==> config.mk <==
export PLATFORM = sky130hd
export DESIGN_NAME = pipeline_flow_control
export DESIGN_NICKNAME = d
export VERILOG_FILES = /design/src/rtl/pipeline_flow_control.sv
export SDC_FILE = /design/constraint.sdc
export NUM_CORES = 1
export LEC_CHECK = 0
export CELL_PAD_IN_SITES_DETAIL_PLACEMENT = 0
export CELL_PAD_IN_SITES_GLOBAL_PLACEMENT = 1
export CORE_ASPECT_RATIO = 0.75
export CORE_MARGIN = 3
export CORE_UTILIZATION = 31
export CTS_CLUSTER_DIAMETER = 40
export CTS_CLUSTER_SIZE = 30
export DETAILED_ROUTE_END_ITERATION = 10
export PLACE_DENSITY = 0.74
export SYNTH_ARGS = -nofsm -noshare
export SYNTH_HDL_FRONTEND = slang
export SYNTH_SLANG_ARGS = --single-unit
==> constraint.sdc <==
create_clock -name clock -period 2.1 [get_ports clock]
set_input_delay 0.21 -clock clock [delete_from_list [all_inputs] [get_ports clock]]
set_output_delay 0.21 -clock clock [all_outputs]
set_load 0.005 [all_outputs]
==> src/rtl/pipeline_flow_control.sv <==
// pipeline_flow_control: per-stage valid tracking, hold/advance with bubble squashing, control-flow stall or flush, perf counters
// Ports: clock/reset (async active-low); fetch_valid, fetch_is_control, stall_req[STAGES],
// resolve_valid, resolve_redirect in; pc_write_enable, fetch_accept, stage_advance, flush (combinational),
// stage_valid, branch_pending, stall_count, flush_count (registered) out.
module pipeline_flow_control #(
  parameter int STAGES = 4,
  parameter int RESOLVE_STAGE = 1,
  parameter int PREDICT = 0,
  parameter int CNT_WIDTH = 16
) (
  input  logic                 clock,
  input  logic                 reset,
  input  logic                 fetch_valid,
  input  logic                 fetch_is_control,
  input  logic [STAGES-1:0]    stall_req,
  input  logic                 resolve_valid,
  input  logic                 resolve_redirect,
  output logic                 pc_write_enable,
  output logic                 fetch_accept,
  output logic [STAGES-1:0]    stage_advance,
  output logic [STAGES-1:0]    stage_valid,
  output logic [STAGES-1:0]    flush,
  output logic                 branch_pending,
  output logic [CNT_WIDTH-1:0] stall_count,
  output logic [CNT_WIDTH-1:0] flush_count
);
  typedef enum logic {IDLE, WAIT} state_t;
  state_t state, state_nx;
  logic [STAGES-1:0] hold, valid_nx;
  logic redirect;
  assign redirect = resolve_valid & resolve_redirect;
  // hold propagates from the oldest stage backwards; invalid stages break the chain so bubbles get squashed
  always_comb begin
    hold = '0;
    hold[STAGES-1] = stage_valid[STAGES-1] & stall_req[STAGES-1];
    for (int i = STAGES-2; i >= 0; i--) hold[i] = stage_valid[i] & (stall_req[i] | hold[i+1]);
  end
  always_comb begin
    flush = '0;
    for (int i = 0; i < STAGES; i++) flush[i] = redirect & (i < RESOLVE_STAGE);
  end
  assign stage_advance = ~hold;
  assign fetch_accept = (state == IDLE) & fetch_valid & ~hold[0] & ~redirect;
  assign pc_write_enable = (state == WAIT) ? resolve_valid : (fetch_accept | redirect);
  assign branch_pending = (state == WAIT);
  always_comb begin
    state_nx = state;
    if (state == IDLE) state_nx = (PREDICT == 0 && fetch_accept && fetch_is_control) ? WAIT : IDLE;
    else state_nx = resolve_valid ? IDLE : WAIT;
  end
  // flush beats hold, hold keeps the bit, otherwise the stage takes what the previous stage releases
  always_comb begin
    valid_nx = '0;
    valid_nx[0] = flush[0] ? 1'b0 : hold[0] ? stage_valid[0] : fetch_accept;
    for (int i = 1; i < STAGES; i++)
      valid_nx[i] = flush[i] ? 1'b0 : hold[i] ? stage_valid[i] : (stage_valid[i-1] & ~hold[i-1]);
  end
  always_ff @(posedge clock or negedge reset) begin
    if (!reset) begin
      state <= IDLE;
      stage_valid <= '0;
      stall_count <= '0;
      flush_count <= '0;
    end else begin
      state <= state_nx;
      stage_valid <= valid_nx;
      stall_count <= stall_count + {{(CNT_WIDTH-1){1'b0}}, fetch_valid & ~fetch_accept & ~&stall_count};
      flush_count <= flush_count + {{(CNT_WIDTH-1){1'b0}}, redirect & ~&flush_count};
    end
  end
endmodule

==> results.toml <==
[pwr]
powerDensity_nw_per_um2 = 817
part_of_the_total_power_dissipated_in_the_clock_network = 0.204
power.net_switching_mw = 0.656
total_leakage_power_nw = 1.33
power_switching_share = 0.289
ir_worst_vdd_v = 0.000333
fin_total_pwr_mw = 2.27
pwr-share-seq = 0.424
combinationalPowerShare = 0.372
cell_internal_pwr_mw = 1.61

[logic_synthesis]
synth_flop_cell = "sky130_fd_sc_hd__dfrtp_1"
yosysTopAreaCellShare = 0.539
synth_area_leader_cell = "sky130_fd_sc_hd__dfrtp_1"
synth_seq_area_share = 0.539
mappedNetlistArea_um2 = 1720
synth.lib_cells_used.distinct = 31
yosysWarningCount = 0
synth_enable_flop_cells = 0
yosys.cell_count.top_type = "sky130_fd_sc_hd__dfrtp_1"
ys_seq_elements = 37
post_synth_most_frequent_cells = "sky130_fd_sc_hd__dfrtp_1 (37), sky130_fd_sc_hd__xnor2_1 (18), sky130_fd_sc_hd__nand3_1 (15), sky130_fd_sc_hd__nand2_1 (12), sky130_fd_sc_hd__xor2_1 (10)"
synth_area_per_cell_um2 = 11.1
synthesized_instance_count = 155
yosys-top-cells-area = "sky130_fd_sc_hd__dfrtp_1 (54%), sky130_fd_sc_hd__xnor2_1 (9.2%), sky130_fd_sc_hd__xor2_1 (5.1%)"
postSynth.asyncResetShare = 1.00

[critical_path]
critical-path-slowest-cell = "sky130_fd_sc_hd__dfrtp_1"
cp_arrival_ns = 2.26
critical_path.cell_chain = "a21oi_2, o211ai_1, o31ai_2, a31oi_1, ha_2, ha_4, nand2_2, or2_4, nand2b_4, xnor2_1"
worst_setup_path_start_kind = "flip-flop"
critPathRequiredTime_ns = 2.27
reg_to_reg_setup_timing_slack_ns = 0.006
crit_fanout = 5
slowest_cell_delay_on_critical_path_ns = 0.37
ws_path_type = "flip-flop to flip-flop"
reg2regPathDepth = 10
crit_path_end_kind = "flip-flop"
reg_to_reg_startpoint = "stage_valid[3]"
worstReg2RegEnd = "stall_count[14]"

[final_layout]
final_cell_count_no_fill = 328
utilization = 0.543
insertedDiodeCount = 0
final.fill_count = 464
drive_gt1_frac = 0.266
syn_to_final_growth_pct = 61.8
num-nets-final = 270

[timing]
final.period_utilization = 0.997
timing.slew.headroom = 0.428
timing.clock.skew_ns = 0.00372
period_needed_ns = 2.09
max_clock_freq_mhz = 478
finalMaxSlewViolations = 0
final_hold_viol_count = 0
finalSetupViolCount = 0
rsz0062_at_grt = "true"
max_slew.worst_pin.slew_ns = 0.858

[drt]
route.detailed.vias_per_inst = 4.36
dr_total_vias = 1430
drc = 0
drt_first_iter_violations = 44
wirelength_um = 4170
detailedRoute.firstPassIterationCount = 4
wl_per_cell_um = 12.7
antenna_violating_nets_post_route = 0

[outcome]
outcome = "finished, final reports clean"

[clocking]
ctsLongestPathBuffers = 2
clk_tree_root_cell = "sky130_fd_sc_hd__clkbuf_8"
cts_hold_repair.buffers = 0
path_clk_slew_ns = 0.07
cts.htree.levels = 2
tritoncts = "done"
insertion_delay_ns = 0.28
cts-buffers-inserted = 5
cts_num_sinks = 37

[global_routing]
grt.total_usage = 0.137
global_route.usage.met1 = 0.187
maximum_number_of_pins_on_one_net_before_global_route_repair = 38
global_route.overflow_total = 0
grt.met2_usage = 0.203
groute.layer.met3.usage = 0.0495
antenna_found_initial = 0
first_global_vias = 1490
grt-busiest-layer = "met2"
grt_pass1_wl_um = 7090

[floorplan]
design.portCount = 57
die_w_um = 91.9
core-area_um2 = 5120
rows = 22
die-height_um = 70.4
die-area_um2 = 6480
start_util = 0.335

[worst_hold_path]
timing.hold.worst.class = "input pin to asynchronous set/reset pin"

[place]
place_congestion = 0.800
post-dp-hpwl_um = 3020
place.detailed.instances = 315
io_buffers = 53

[job]
max_cap_viol_count = 0
[layout by cell type (no fill, tap or decap), types with 2 or more instances in the layout]
cell type	count
sky130_fd_sc_hd__nor2_4	2
sky130_fd_sc_hd__and3_1	5
sky130_fd_sc_hd__inv_1	6
sky130_fd_sc_hd__nand4_1	4
sky130_fd_sc_hd__clkbuf_1	3
sky130_fd_sc_hd__ha_2	2
sky130_fd_sc_hd__ha_1	2
sky130_fd_sc_hd__xor2_1	10
sky130_fd_sc_hd__nand2b_1	2
sky130_fd_sc_hd__nand4_2	2
sky130_fd_sc_hd__nor2_1	7
sky130_fd_sc_hd__dfrtp_1	37
sky130_fd_sc_hd__nand2_1	11
sky130_fd_sc_hd__nor3_4	2
sky130_fd_sc_hd__clkbuf_8	5
sky130_fd_sc_hd__dlymetal6s2s_1	3
sky130_fd_sc_hd__o21ai_0	5
sky130_fd_sc_hd__buf_4	43
sky130_fd_sc_hd__clkdlybuf4s50_1	48
sky130_fd_sc_hd__nand3_1	15
sky130_fd_sc_hd__conb_1	3
sky130_fd_sc_hd__xnor2_1	18
[cells by family after synthesis]
| logic type | after synthesis | synth area share |
|---|---|---|
| flops | 37 | 0.539 |
| buf+inv | 12 | 0.0394 |
| other cells | 1 | 0.00218 |
| compound gates | 13 | 0.0459 |
| simple gates | 59 | 0.194 |
| xor+xnor | 28 | 0.143 |
| fa+ha+maj | 5 | 0.0364 |
[power by group through the flow]
stage                     registers (mW)  clock network [mW]  logic, mW
after floorplan                     1.02                   0      0.193
after global placement             0.973                   0      0.808
final                              0.962               0.463      0.843
after detailed placement           0.978                   0      0.813
after CTS                          0.962               0.499      0.841
after global routing               0.983               0.519      0.929
[final cells by class]
| cell class | instances | area, µm² | area share |
|---|---|---|---|
| Sequential cell | 37 | 926 | 0.333 |
| Timing Repair Buffer | 97 | 866 | 0.312 |
| Multi-Input combinational cell | 108 | 793 | 0.286 |
| Tap cell | 72 | 90.1 | 0.0324 |
| Clock buffer | 8 | 80.1 | 0.0288 |
| Inverter | 6 | 22.5 | 0.00811 |
[worst max-delay path: cells and delay by family, from the launching register on]
kind	cells	cell delay (ns)
AO/OA/AOI/OAI	4	0.62
flip-flops	1	0.37
XOR/XNOR	1	0.12
adder cells (fa/ha/maj)	2	0.38
AND/OR/NAND/NOR	3	0.49
[timing repair]
action                                  in CTS  in global routing
pin swaps                                    3                  6
resized for setup                            4                 15
endpoints found under the setup margin       5                 15
setup buffers                                3                  2
[worst max path at each step]
stage / slack (ns) / to / startpoint / cells past startpoint
2_1_floorplan: -0.07 / stall_count[14] / stage_valid[0] / 11
3_3_place_gp: -0.36 / stall_count[14] / stall_req[3] / 11
3_5_place_dp: -0.39 / stall_count[14] / stall_req[3] / 11
4_1_cts: 0.01 / stall_count[14] / stage_valid[1] / 10
5_1_grt: -0.14 / stall_count[14] / stage_valid[3] / 10
6_report: 0.006 / stall_count[14] / stage_valid[3] / 10
[flip-flops by register name, summed over array words and instances (netlist names)]
signal	cells
stall_count	16
stage_valid	4
flush_count	16
branch_pending	1
[per-layer routing]
layer / share of wire / up-vias
li1: - / 719
met1: 0.50 / 661
met2: 0.42 / 45
met3: 0.072 / 5
met4: 0.011 / 0
met5: 0 / -
[metrics by stage]
step | cell area (µm²) | worst slack [ns] | hold slack [ns] | TNS (ns)
after floorplan | 1740 | -0.0681 | -0.0856 | -0.0750
after global placement | 2600 | -0.361 | 0.370 | -2.44
after detailed placement | 2600 | -0.394 | 0.381 | -2.92
after CTS | 2720 | 0.0112 | 0.0618 | 0
after global routing | 2780 | -0.140 | 0.0950 | -0.891
final | 2780 | 0.00594 | 0.0392 | 0
(Power assumes the default switching activity.)
==> patch: new RTL, config.mk and constraints unchanged <==
Change the parameter `CNT_WIDTH` from 16 to 32.
--- a/src/rtl/pipeline_flow_control.sv
+++ b/src/rtl/pipeline_flow_control.sv
@@ -6,7 +6,7 @@
   parameter int STAGES = 4,
   parameter int RESOLVE_STAGE = 1,
   parameter int PREDICT = 0,
-  parameter int CNT_WIDTH = 16
+  parameter int CNT_WIDTH = 32
 ) (
   input  logic                 clock,
   input  logic                 reset,
Ports: changed (resized flush_count and stall_count); port bits go from 57 to 89. No check against the original RTL was run, so the function may have changed too.
==> patch against the unedited design <==
Design area is 100% higher. Wire length is 110% higher. Count of clock-buffer cells in the layout is 3 higher. Core utilization is 3.0 points higher. Critical path depth stayed put. Synthesized area is 85% higher. Setup slack worse by 0.17 ns. Largest cell class unchanged. Synthesized cell count is 81% higher. The run now ends with setup timing left. Sequential power is 60% higher. Sequential cell count is 32 higher. Clock skew is 0.0023 ns higher. Clock power grew to 3.9 times the old value. Power is 93% higher.
==> patch: results (changes against the unedited design) <==
| Metric | Value |
|---|---|
| Worst-path maximum fanout | `5 (unchanged)` |
| Pre-antenna DRT Iters | `4 (unchanged)` |
| Synth Warn # | `0 (unchanged)` |
| Failing checks | `setup timing` |
| HPWL after detailed placement | `6540 µm (+120%)` |
| Family with the most delay on the worst path | `simple AND/OR/NAND/NOR gates` |
| TritonCTS Buffers | `9 (+4)` |
| GRT Total Usage | `15.9% (+2.1 points)` |
| Async SR Flop Fraction | `100% (unchanged)` |
| Synth top area cells | `dfrtp_1 (54%), xnor2_1 (14%), nand4_1 (4.7%), nand3_1 (3.9%), nand2_1 (3.2%)` |
| Register area share after synthesis | `54.4% (+0.48 points)` |
| CP max-delay cell | `dfrtp_1` |
| Port Buffer Count | `85 (+60%)` |
| CP Launch Point | `flush_count[16]` |
| Number of global-route vias before repair | `2,807 (+88%)` |
| Post-synthesis cell count | `280 (+81%)` |
| Min-delay worst type | `input port to asynchronous set/reset pin` |
| Worst-case vdd ir drop | `0.000482 V (+45%)` |
| Ys flop type | `dfrtp_1` |
| Vias per cell | `4.66 (+6.9%)` |
| Routed len/inst | `14.3 µm (+13%)` |
| Finish-stage setup viols | `23 (+23)` |
| Register-to-Register Path Depth | `10 (unchanged)` |
| Largest regs | `flush_count (32), stall_count (32), stage_valid (4)` |
| Crit path DAT | `2.47 ns (+0.21 ns)` |
| Filler cells | `843 (+82%)` |
| Clk pin slew, worst setup/hold paths | `0.06 ns` |
| Setup_tns | `-1.74 ns (-1.74 ns)` |
| Final net count | `493 (+83%)` |
| Global-route wire length before repair | `14,200 µm (+100%)` |
| Antenna violations before repair | `0 (unchanged)` |
| Routed WL | `8830 µm (+110%)` |
| Post-synth top cells | `dfrtp_1 (69), xnor2_1 (50), nand2_1 (27)` |
| P_leak | `2.62 nW (+96%)` |
| First DRT Iteration DRCs | `151 (+240%)` |
| Clock buffer depth | `2 (unchanged)` |
| Met3 GRT Util | `4.35% (-0.60 points)` |
| PnR worst setup slack | `-0.163 ns (-0.169 ns)` |
| Diodes inserted | `0 (unchanged)` |
| Root Buffer | `clkbuf_16` |
| Met1 Use GR | `23.6% (+4.9 points)` |
| Status | `finished, violations left` |
| Share of layout cells above drive strength 1 | `35.7% (+9.2 points)` |
| Setup Crit Path Kind | `flip-flop to flip-flop` |
| Number of levels in the clock H-tree | `3 (+1)` |
| Setup Skew | `0.00600 ns (+0.00229 ns)` |
| Clock insertion delay at the later pin of the skew report | `0.32 ns (+0.04 ns)` |
| Critical R2R Capture | `flush_count[20]` |
| Grt met2 use | `23.1% (+2.8 points)` |
| Worst path max stage delay | `0.38 ns` |
| Cell variety after synth | `33 (+6.5%)` |
| Largest net degree at the start of global routing | `37 (-2.6%)` |
| Placed Instances | `585 (+86%)` |
| GP Congestion | `0.793 (-0.94%)` |
## patch: cell count changes after synthesis, sizes merged, moves of 7 or more
cell	change
and4	+7
dfrtp	+32
nand2	+15
nand3	+9
nand4	+20
xnor2	+32
## patch: kinds of logic (layout without fill, tap and decap cells)
logic type | after synthesis | after routing | synth area share, %
AO/OA/AOI/OAI | 12 | 12 | 2.21
flip-flops | 69 | 69 | 54.4
adder cells (fa/ha/maj) | 4 | 4 | 1.58
AND/OR/NAND/NOR | 119 | 119 | 22.8
other | 1 | 3 | 0.118
XOR/XNOR | 60 | 60 | 16.6
buffers and inverters | 15 | 217 | 2.37
## patch: how the worst max path moves through the flow
stage / slack [ns] / depth (start not counted) / endpoint
2_1_floorplan: -0.33 / 10 / flush_count[26]
3_3_place_gp: -0.36 / 11 / stall_count[17]
3_5_place_dp: -0.41 / 11 / stall_count[17]
4_1_cts: -0.20 / 11 / flush_count[20]
5_1_grt: -0.27 / 10 / flush_count[20]
6_report: -0.16 / 10 / flush_count[20]
## patch: power by group
group          switching (W)  internal [W]
Sequential         0.0000757       0.00146
Combinational       0.000450      0.000594
Clock               0.000561       0.00123
## patch: metal layers
metal	vias up	share of wire [%]
met3	4	4.2
met1	1428	48
li1	1378	-
met4	0	0.65
met2	61	47
met5	-	0
## patch: per-stage QoR
step	util (%)	setup WS, ns	area, µm²	total power, W	hold WS, ns
CTS	55.3	-0.203	5430	0.00439	0.476
global placement	50.6	-0.357	4960	0.00256	0.276
detailed placement	50.6	-0.409	4960	0.00258	0.285
global route	57.2	-0.270	5620	0.00460	0.513
floorplan	-	-0.330	3300	0.00188	-0.0856
finish	57.2	-0.163	5620	0.00437	0.461
## patch: final cells by class
cell class	instances	share of cell area, %
sequential	69	30.8
clock buffer	11	4.50
inverter	8	0.535
tap	132	2.94
timing repair buffer	193	30.0
clock inverter	5	1.89
multi-input combinational	198	29.3
## patch: what timing repair did
| item | 4_1_cts | 5_1_grt |
|---|---|---|
| hold buffers | 1 | 0 |
| resized for setup | 11 | 35 |
| pin swaps | 15 | 28 |
| gates cloned | 1 | 0 |
| setup endpoints to repair | 28 | 50 |
| setup buffers | 5 | 10 |
| endpoints found under the hold margin | 69 | 0 |
## patch: worst register-to-register path, delay by kind of cell (launching register included)
family,cells,cell delay (ns)
XOR/XNOR,1,0.15
buffers and inverters,1,0.16
AO/OA/AOI/OAI,1,0.19
flip-flops,1,0.38
adder cells (fa/ha/maj),2,0.37
AND/OR/NAND/NOR,5,0.88
